==> src/rtl/mem_arbiter_2to1.sv <==
// Two-master to one-slave arbiter for 36-bit Avalon-MM-style memory buses.
// Define ARB_ROUND_ROBIN_EN for round-robin ties; default is fixed priority (m0).
module mem_arbiter_2to1 #(
    parameter int AW = 18,
    parameter int DW = 36
) (
    input  logic          clk,
    input  logic          reset,
    input  logic [AW-1:0] s0_address,
    input  logic          s0_read,
    input  logic          s0_write,
    input  logic [DW-1:0] s0_writedata,
    output logic [DW-1:0] s0_readdata,
    output logic          s0_waitrequest,
    input  logic [AW-1:0] s1_address,
    input  logic          s1_read,
    input  logic          s1_write,
    input  logic [DW-1:0] s1_writedata,
    output logic [DW-1:0] s1_readdata,
    output logic          s1_waitrequest,
    output logic [AW-1:0] m_address,
    output logic          m_read,
    output logic          m_write,
    output logic [DW-1:0] m_writedata,
    input  logic [DW-1:0] m_readdata,
    input  logic          m_waitrequest
);

    typedef enum logic [1:0] {
        IDLE = 2'd0,
        GNT0 = 2'd1,
        GNT1 = 2'd2
    } state_t;

    state_t state_q, state_d;
    logic   s0_req, s1_req;
    logic   tie_to_1;

    assign s0_req = s0_read | s0_write;
    assign s1_req = s1_read | s1_write;

`ifdef ARB_ROUND_ROBIN_EN
    logic last_q, last_d;

    // last_q holds the master granted most recently; ties go to the other one
    assign tie_to_1 = ~last_q;

    always_comb begin
        last_d = last_q;
        if (state_q == IDLE && state_d == GNT0) last_d = 1'b0;
        if (state_q == IDLE && state_d == GNT1) last_d = 1'b1;
    end

    always_ff @(posedge clk or negedge reset) begin
        if (!reset) last_q <= 1'b1;
        else        last_q <= last_d;
    end
`else
    assign tie_to_1 = 1'b0;
`endif

    always_comb begin
        state_d = state_q;
        unique case (state_q)
            IDLE: begin
                if (s0_req && s1_req) state_d = tie_to_1 ? GNT1 : GNT0;
                else if (s0_req)      state_d = GNT0;
                else if (s1_req)      state_d = GNT1;
            end
            GNT0: if (!s0_req || !m_waitrequest) state_d = IDLE;
            GNT1: if (!s1_req || !m_waitrequest) state_d = IDLE;
            default: state_d = IDLE;
        endcase
    end

    always_ff @(posedge clk or negedge reset) begin
        if (!reset) state_q <= IDLE;
        else        state_q <= state_d;
    end

    // A simultaneous read+write from a master is forwarded as a write
    always_comb begin
        m_address      = '0;
        m_read         = 1'b0;
        m_write        = 1'b0;
        m_writedata    = '0;
        s0_waitrequest = 1'b1;
        s1_waitrequest = 1'b1;
        unique case (state_q)
            GNT0: begin
                m_address      = s0_address;
                m_read         = s0_read & ~s0_write;
                m_write        = s0_write;
                m_writedata    = s0_writedata;
                s0_waitrequest = m_waitrequest;
            end
            GNT1: begin
                m_address      = s1_address;
                m_read         = s1_read & ~s1_write;
                m_write        = s1_write;
                m_writedata    = s1_writedata;
                s1_waitrequest = m_waitrequest;
            end
            default: ;
        endcase
    end

    assign s0_readdata = m_readdata;
    assign s1_readdata = m_readdata;

endmodule

==> config.mk <==
export PLATFORM = sky130hd
export DESIGN_NAME = mem_arbiter_2to1
export DESIGN_NICKNAME = d
export VERILOG_FILES = /design/src/rtl/mem_arbiter_2to1.sv
export SDC_FILE = /design/constraint.sdc
export NUM_CORES = 1
export LEC_CHECK = 0
export CAP_MARGIN = 20
export CORE_AREA = 8 8 103 105
export CTS_CLUSTER_SIZE = 12
export DETAILED_ROUTE_END_ITERATION = 7
export DIE_AREA = 0 0 111 113
export PLACE_DENSITY = 0.71
export RECOVER_POWER = 100
export SETUP_SLACK_MARGIN = 0.02
export SLEW_MARGIN = 20
export SYNTH_ARGS = -nofsm -noshare
export SYNTH_HDL_FRONTEND = slang
export SYNTH_SLANG_ARGS = --single-unit
==> constraint.sdc <==
create_clock -name clk -period 2.7 [get_ports clk]
set_input_delay 0.54 -clock clk [delete_from_list [all_inputs] [get_ports clk]]
set_output_delay 0.54 -clock clk [all_outputs]
set_load 0.01 [all_outputs]
==> results of run 1 <==
[cells in the final DEF (no fill, tap or decap), types with 3 or more instances in the layout]
| master | n |
|---|---|
| buf_4 | 4 |
| clkdlybuf4s50_1 | 145 |
| dlygate4sd3_1 | 25 |
| a22oi_1 | 55 |
| nor2b_1 | 55 |
| clkbuf_8 | 3 |
[metrics by stage]
| step | instances | cell area (um^2) | utilization, % |
|---|---|---|---|
| floorplan | 222 | 1580 | - |
| finish | 424 | 2970 | 33.1 |
| CTS | 422 | 2920 | 32.5 |
| detailed placement | 419 | 2880 | 32.1 |
| global route | 424 | 2970 | 33.1 |
| global placement | 419 | 2880 | 32.1 |
[cells by family after synthesis]
logic type	count (synthesis)	synth area share, %
AO/OA/AOI/OAI	62	29.5
adder cells (fa/ha/maj)	4	3.17
buffers and inverters	92	39.3
flip-flops	2	3.17
AND/OR/NAND/NOR	62	24.8
[power groups by stage]
stage	logic (mW)	clock network (mW)	registers, mW
2_1_floorplan	1.26	0	0.0537
3_3_place_gp	2.21	0	0.0560
3_5_place_dp	2.24	0	0.0570
4_1_cts	2.25	0.122	0.0567
5_1_grt	2.47	0.126	0.0596
6_report	2.27	0.117	0.0570
[area by class of cell]
cell class | count | share of cell area, %
clock buffers | 3 | 1.39
repair buffers | 178 | 61.3
inverters | 2 | 0.253
multi-input cells | 128 | 30.7
well taps | 111 | 4.67
flip-flops and latches | 2 | 1.68
[routing by layer]
layer	up-vias	track usage, %	part of all wire [%]
met5	-	0	0
met4	0	5.41	3.6
met3	36	4.29	9.5
met2	132	20.0	50
met1	858	10.7	37
li1	887	-	-
[worst max-delay path, stage by stage]
cell             delay, ns
dlygate4sd3_1         0.61
nand3b_1              0.18
a21boi_0              0.16
clkdlybuf4s50_1       0.56
[timing repair]
action                     CTS  global route
buffers inserted             0             0
setup endpoints to repair    0             5
hold endpoints to repair     0             0
[worst max path at each step]
stage | to | slack (ns) | cells past startpoint | from
2_1_floorplan | m_writedata[18] | 0.74 | 6 | state_q[0]
3_3_place_gp | m_write | 0.24 | 4 | s0_write
3_5_place_dp | m_write | 0.23 | 4 | s0_write
4_1_cts | m_address[15] | 0.09 | 6 | state_q[0]
5_1_grt | m_address[10] | 0.03 | 5 | state_q[0]
6_report | m_read | 0.11 | 4 | s0_write
==> impl_metrics.toml, run 1 <==
[clocking]
cts_tree = "yes"
clk_latency_ns = 0.21
postCtsHoldBufs = 0
clockBufferDepth = 2
cts_resized = 0
ctsRootBufferMaster = "clkbuf_8"
cts_sinks = 2
htree_levels = 1
cts-buffers-inserted = 3
clk_pin_slew_worst_paths_ns = 0.03

[cells_and_area]
area.growth.synth_to_final_pct = 88.5
largest_reg_flops = 2
multi_input_comb_area_um2 = 912
top_register = "state_q"
drive_gt1_share_pct = 4.15
top_regs = "state_q: 2 flops"
diodes = 0
nFillCells = 916
nets = 470
ff_latch_area_um2 = 50.0

[pwr]
p_leak_nw = 1.05
max-vdd-ir-drop_mv = 0.374
power_frac_clock_pct = 4.8
power.switching_mw = 1.07
powerDensity_nw_per_um2 = 824
p_int_mw = 1.38
power_frac_comb_pct = 92.9
total_power_mw = 2.45
swShare_pct = 43.8
sequentialPowerShare_pct = 2.3

[worst_hold_path]
hold_depth = 1
hold_class = "register to register"
hold_path_end = "state_q[1]"
holdCritStartpoint = "state_q[1]"

[detailed_routing]
ant_nets = 0
vias = 1913
drtIter0Drc = 140
wl_um = 8320
drc = 0
wire_per_inst_um = 19.6
dr.pass1.iters = 4
vias_per_cell = 4.51

[timing]
worst_pin_slew_ns = 0.252
relSlewSlack_pct = 83.2
holdWs_ns = 0.540
grt_setup_unrepaired = "no"
slew_viol_final = 0
period_needed_ns = 2.59
fin_skew_ns = 0.00123
fmaxAchievable_ghz = 0.385
setup_ws_ns = 0.105
hold_viol = 0
post-route-period-util_pct = 96.1
finalSetupTns_ns = 0
setup_violations = 0

[die]
die_x_um = 111
die_h_um = 113
io_pins = 281
initial_utilization_pct = 17.6
coreArea_um2 = 8980
die_area_um2 = 12500
placementRows = 35

[critical_path]
end_kind = "output port"
cp_max_fo = 6
reg2reg_to = "state_q[1]"
crit_required_ns = 2.16
cp-start-kind = "primary input"
reg2reg_depth = 5
r2r_setup_slack_ns = 1.06
reg2reg_from = "state_q[0]"
crit_arrival_ns = 2.05
critPathKind = "primary input to output port"

[synthesis]
ys_seq_area_share_pct = 3.17
synth-edff-count = 0
ys.flop_type = "dfrtp_1"
syn_avg_cell_area_um2 = 7.10
synth_area_um2 = 1580
synthTopCellsByArea = "buf_4, a22oi_1, nor2b_1"
ys_async_sr_fraction_pct = 100
synth_common_cells = "buf_4, a22oi_1, nor2b_1, clkbuf_1, buf_1"
synth_nets = 377
yosys_warnings = 0
yosysMostFrequentCell = "buf_4"
yosysTopAreaCell = "buf_4"
synth_cell_type_count = 20
synth.top_cell.area_share_pct = 34.3
ys_ff_latch = 2
synthCells = 222

[global_routing]
grt_pass1_wl_um = 11400
first_global_vias = 2063
antenna_found_initial = 0
grt_overflow_total = 0
grt_max_degree = 59
grt_util_all_layers_pct = 11.0

[flow_run]
cap_violations = 0

[placement]
post-place-ws_ns = 0.230
place_congestion = 0.740
port_buffers = 172
dp_hpwl_um = 6370

[run_status]
run_status = "complete, no violations"
Power figures use the tool's default switching activity.
==> run 2: changes to the inputs <==
==> constraint.sdc (replaced) <==
create_clock -name clk -period 2.7 [get_ports clk]
set_input_delay 0.81 -clock clk [delete_from_list [all_inputs] [get_ports clk]]
set_output_delay 0.81 -clock clk [all_outputs]
set_load 0.01 [all_outputs]
==> run 2 against run 1 <==
Worst hold slack worse by 0.022 ns. Clock-buffer cell count unchanged. Utilization down 0.38 points. Clock skew up 0.0011 ns. Final area down 1.1%. Total power down 5.8%. Global-route usage up 0.27 points.
==> impl_metrics.toml, run 2 (synthesis gave the netlist of run 1 again) <==
[run_status]
run_status = "complete, no violations"

[die]
io_pins = 281
placementRows = 35
die_h_um = 113
coreArea_um2 = 8980
die_x_um = 111
die_area_um2 = 12500
initial_utilization_pct = 17.6

[cells_and_area]
final_util_pct = 32.7
top_register = "state_q"
diodes = 0
layout_common_cells = "clkdlybuf4s50_1, nor2b_1, a22oi_1, dlygate4sd2_1, buf_12"
drive_gt1_share_pct = 5.68
largest_reg_flops = 2
nets = 474
top_regs = "state_q: 2 flops"
area.growth.synth_to_final_pct = 86.3
mostFrequentLayoutCell = "clkdlybuf4s50_1"

[clocking]
clk_latency_ns = 0.21
ctsRootBufferMaster = "clkbuf_8"
htree_levels = 1
cts_tree = "yes"
cts_sinks = 2
cts-buffers-inserted = 3
clk_pin_slew_worst_paths_ns = 0.03
clockBufferDepth = 2
postCtsHoldBufs = 0

[pwr]
power_frac_clock_pct = 5.0
powerDensity_nw_per_um2 = 785
max-vdd-ir-drop_mv = 0.331
p_leak_nw = 1.22
power_frac_comb_pct = 92.5
p_int_mw = 1.27
power.switching_mw = 1.03
sequentialPowerShare_pct = 2.5
swShare_pct = 44.9

[detailed_routing]
drtIter0Drc = 102
drc = 0
wl_um = 7710
vias_per_cell = 4.48
dr.pass1.iters = 4
ant_nets = 0
wire_per_inst_um = 18.0
vias = 1917

[critical_path]
reg2reg_depth = 5
critPathKind = "primary input to output port"
reg2reg_from = "state_q[0]"
crit_required_ns = 1.89
r2r_setup_slack_ns = 1.04
reg2reg_to = "state_q[1]"
path_cells = "clkdlybuf4s50_1 > a22oi_1 > nor2b_1 > dlygate4sd2_1"
worst_path_max_delay_cell = "clkdlybuf4s50_1"
cpPeakStageDelay_ns = 0.39
crit_arrival_ns = 1.82
cp-start-kind = "primary input"
cp_max_fo = 1
end_kind = "output port"

[global_routing]
first_global_vias = 2144
grt_max_degree = 31
grt_pass1_wl_um = 11700
grt_util_all_layers_pct = 11.3
antenna_found_initial = 0
grt_overflow_total = 0

[worst_hold_path]
hold_depth = 1
hold_class = "register to register"
holdCritStartpoint = "state_q[1]"
hold_path_end = "state_q[1]"

[flow_run]
cap_violations = 0

[timing]
grt_setup_unrepaired = "no"
relSlewSlack_pct = 81.4
fmaxAchievable_ghz = 0.380
post-route-period-util_pct = 97.5
holdWs_ns = 0.518
slew_viol_final = 0
fin_skew_ns = 0.00237
hold_viol = 0
setup_violations = 0
period_needed_ns = 2.63
worst_pin_slew_ns = 0.280

[placement]
dp_hpwl_um = 6670
place_congestion = 0.752
port_buffers = 172
[run 2: worst max-delay path: cells and delay by family]
family | cells | cell delay (ns)
buffers and inverters | 2 | 0.68
AO/OA/AOI/OAI | 1 | 0.25
AND/OR/NAND/NOR | 1 | 0.07
[run 2: cell type report]
class | count | area, um^2
clock buffers | 3 | 41.3
fillers | 952 | 6040
inverters | 2 | 7.51
multi-input cells | 128 | 920
flip-flops and latches | 2 | 50.0
well taps | 111 | 139
repair buffers | 182 | 1780
[run 2: what timing repair did]
item | in CTS | in global routing
gates resized for setup | 57 | 6
pin swaps | 0 | 0
endpoints found under the setup margin | 56 | 4
buffers inserted | 0 | 0
[run 2: how the worst max path moves through the flow]
stage | startpoint | endpoint
after global routing | s1_address[15] | m_address[15]
after CTS | s0_write | m_write
after detailed placement | s1_write | m_read
after floorplan | state_q[0] | m_writedata[18]
final | s1_address[15] | m_address[15]
after global placement | s1_write | m_read
[run 2: power groups by stage]
| stage | Clock (mW) | Combinational, mW | Sequential [mW] |
|---|---|---|---|
| after global placement | 0 | 2.37 | 0.0565 |
| after floorplan | 0 | 1.26 | 0.0537 |
| final | 0.116 | 2.13 | 0.0572 |
| after detailed placement | 0 | 2.42 | 0.0576 |
| after CTS | 0.121 | 2.18 | 0.0573 |
| after global routing | 0.127 | 2.35 | 0.0590 |
[run 2: metal layers]
metal  routed length [um]  track usage [%]
met2                 3880             20.7
met5                    0                0
met1                 2630             10.3
met4                  314             5.41
met3                  889             5.19
[run 2: stage by stage]
step / std cells / setup slack, ns / power, mW / setup TNS (ns) / cell area, um^2
floorplan: 222 / 0.473 / 1.32 / 0 / 1580
global placement: 425 / -0.289 / 2.43 / -6.88 / 2980
detailed placement: 425 / -0.302 / 2.48 / -7.41 / 2980
CTS: 428 / -0.00695 / 2.36 / -0.0112 / 2950
global route: 428 / 0.0255 / 2.53 / 0 / 2940
finish: 428 / 0.0674 / 2.31 / 0 / 2940
==> run 3: changes to the inputs <==
Settings changed: CAP_MARGIN 20 to unset, CORE_AREA 8 8 103 105 to 2 2 108 110, DIE_AREA 0 0 111 113 to 0 0 110 112, PLACE_DENSITY 0.71 to unset, SLEW_MARGIN 20 to 15.
==> run 3 against run 2 <==
Sequential share of layout area is 0.055 points lower. First-iteration DRC count increased by 22%. Critical path depth decreased by 1. Utilization shrank 5.6 points. Sequential cell count unchanged. Critical path type unchanged. Critical endpoint is now s1_waitrequest. Largest cell class unchanged.
==> impl_metrics.toml, run 3 (synthesis gave the netlist of run 1 again) <==
[pwr]
p_leak_nw = 1.26
total_power_mw = 2.39
powerDensity_nw_per_um2 = 788
max-vdd-ir-drop_mv = 0.458

[die]
coreArea_um2 = 11200
io_pins = 281
die_area_um2 = 12300
die_h_um = 112
die_x_um = 110
placementRows = 39
initial_utilization_pct = 14.1

[critical_path]
worst_path_max_delay_cell = "dlygate4sd3_1"
reg2reg_depth = 5
crit_required_ns = 1.89
crit_arrival_ns = 1.82
end_kind = "output port"
cp_max_fo = 3
cpPeakStageDelay_ns = 0.57
critPathKind = "primary input to output port"
path_cells = "dlygate4sd3_1 > nand2b_1 > dlygate4sd2_1"
cp-start-kind = "primary input"
r2r_setup_slack_ns = 1.02

[global_routing]
grt_util_all_layers_pct = 10.0
grt_pass1_wl_um = 9760
first_global_vias = 1983
antenna_found_initial = 0
grt_max_degree = 36
grt_overflow_total = 0

[timing]
fin_skew_ns = 0.000734
holdWs_ns = 0.543
grt_setup_unrepaired = "no"
post-route-period-util_pct = 97.4
period_needed_ns = 2.63
fmaxAchievable_ghz = 0.380
worst_pin_slew_ns = 0.218
setup_violations = 0
relSlewSlack_pct = 85.4
hold_viol = 0
slew_viol_final = 0

[placement]
dp_hpwl_um = 5630
port_buffers = 172
place_congestion = 0.765

[clocking]
clk_pin_slew_worst_paths_ns = 0.03
cts_tree = "yes"
cts_setup_buffers = 0
clockBufferDepth = 2
clk_latency_ns = 0.22
postCtsHoldBufs = 0
cts_sinks = 2
cts-buffers-inserted = 3
htree_levels = 1
ctsRootBufferMaster = "clkbuf_16"

[detailed_routing]
vias_per_cell = 4.13
wire_per_inst_um = 14.6
vias = 1904
drtIter0Drc = 124
drc = 0
ant_nets = 0
wl_um = 6720
dr.pass1.iters = 3

[cells_and_area]
top_register = "state_q"
top_regs = "state_q: 2 flops"
diodes = 0
area.growth.synth_to_final_pct = 92.5
drive_gt1_share_pct = 5.35
mostFrequentLayoutCell = "clkdlybuf4s50_1"
layout_common_cells = "clkdlybuf4s50_1, dlygate4sd2_1, a22oi_1, nor2b_1, buf_12"
largest_reg_flops = 2
nets = 475

[worst_hold_path]
hold_depth = 1
hold_class = "register to register"

[flow_run]
cap_violations = 0

[run_status]
run_status = "complete, no violations"
## run 3: cell types whose count changed in the layout (fill, tap and decap cells not counted), moves of 2 or more
cell and delta:
dlygate4sd2_1 +3, clkbuf_8 -3, clkbuf_16 +3, clkbuf_1 -2
## run 3: worst paths after layout
| check | from | endpoint |
|---|---|---|
| setup reg to reg | state_q[1] | state_q[1] |
| max in group asynchronous | reset | state_q[1] |
| min in group asynchronous | reset | state_q[0] |
| hold / removal | state_q[1] | state_q[1] |
| hold reg to reg | state_q[1] | state_q[1] |
| setup / recovery | m_waitrequest | s1_waitrequest |
## run 3: power breakdown
part	total [mW]	internal [mW]	switching, mW
clock	0.223	0.188	0.0344
combinational	2.11	1.14	0.974
sequential	0.0573	0.0446	0.0127
total	2.39	1.37	1.02
## run 3: repair_timing
| action | 4_1_cts | 5_1_grt |
|---|---|---|
| resized for setup | 61 | 3 |
| endpoints found under the setup margin | 58 | 2 |
| endpoints found under the hold margin | 0 | 0 |
## run 3: area by class of cell
| type | instances | area, um^2 |
|---|---|---|
| flip-flops and latches | 2 | 50.0 |
| multi-input cells | 128 | 916 |
| fillers | 1231 | 8140 |
| well taps | 143 | 179 |
| clock buffers | 3 | 75.1 |
| repair buffers | 183 | 1810 |
| inverters | 2 | 7.51 |
## run 3: metrics by stage
stage / worst slack [ns] / std cells / TNS (ns) / instance area (um^2) / util (%)
global route: 0.0193 / 461 / 0 / 3040 / 27.2
global placement: -0.249 / 458 / -7.16 / 3030 / 27.1
floorplan: 0.473 / 222 / 0 / 1580 / -
finish: 0.0715 / 461 / 0 / 3040 / 27.2
CTS: 0.0549 / 461 / 0 / 3030 / 27.1
detailed placement: -0.313 / 458 / -7.52 / 3030 / 27.1
## run 3: metal layers
layer	routed length, um	vias up	global-route usage [%]
met1	2340	854	9.94
met5	0	-	0
met4	145	0	3.12
met3	797	34	2.46
li1	-	894	-
met2	3440	122	19.7
## run 3: critical path, delay by kind of cell
kind / cells / cell delay (ns)
AND/OR/NAND/NOR: 1 / 0.15
buffers and inverters: 2 / 0.86
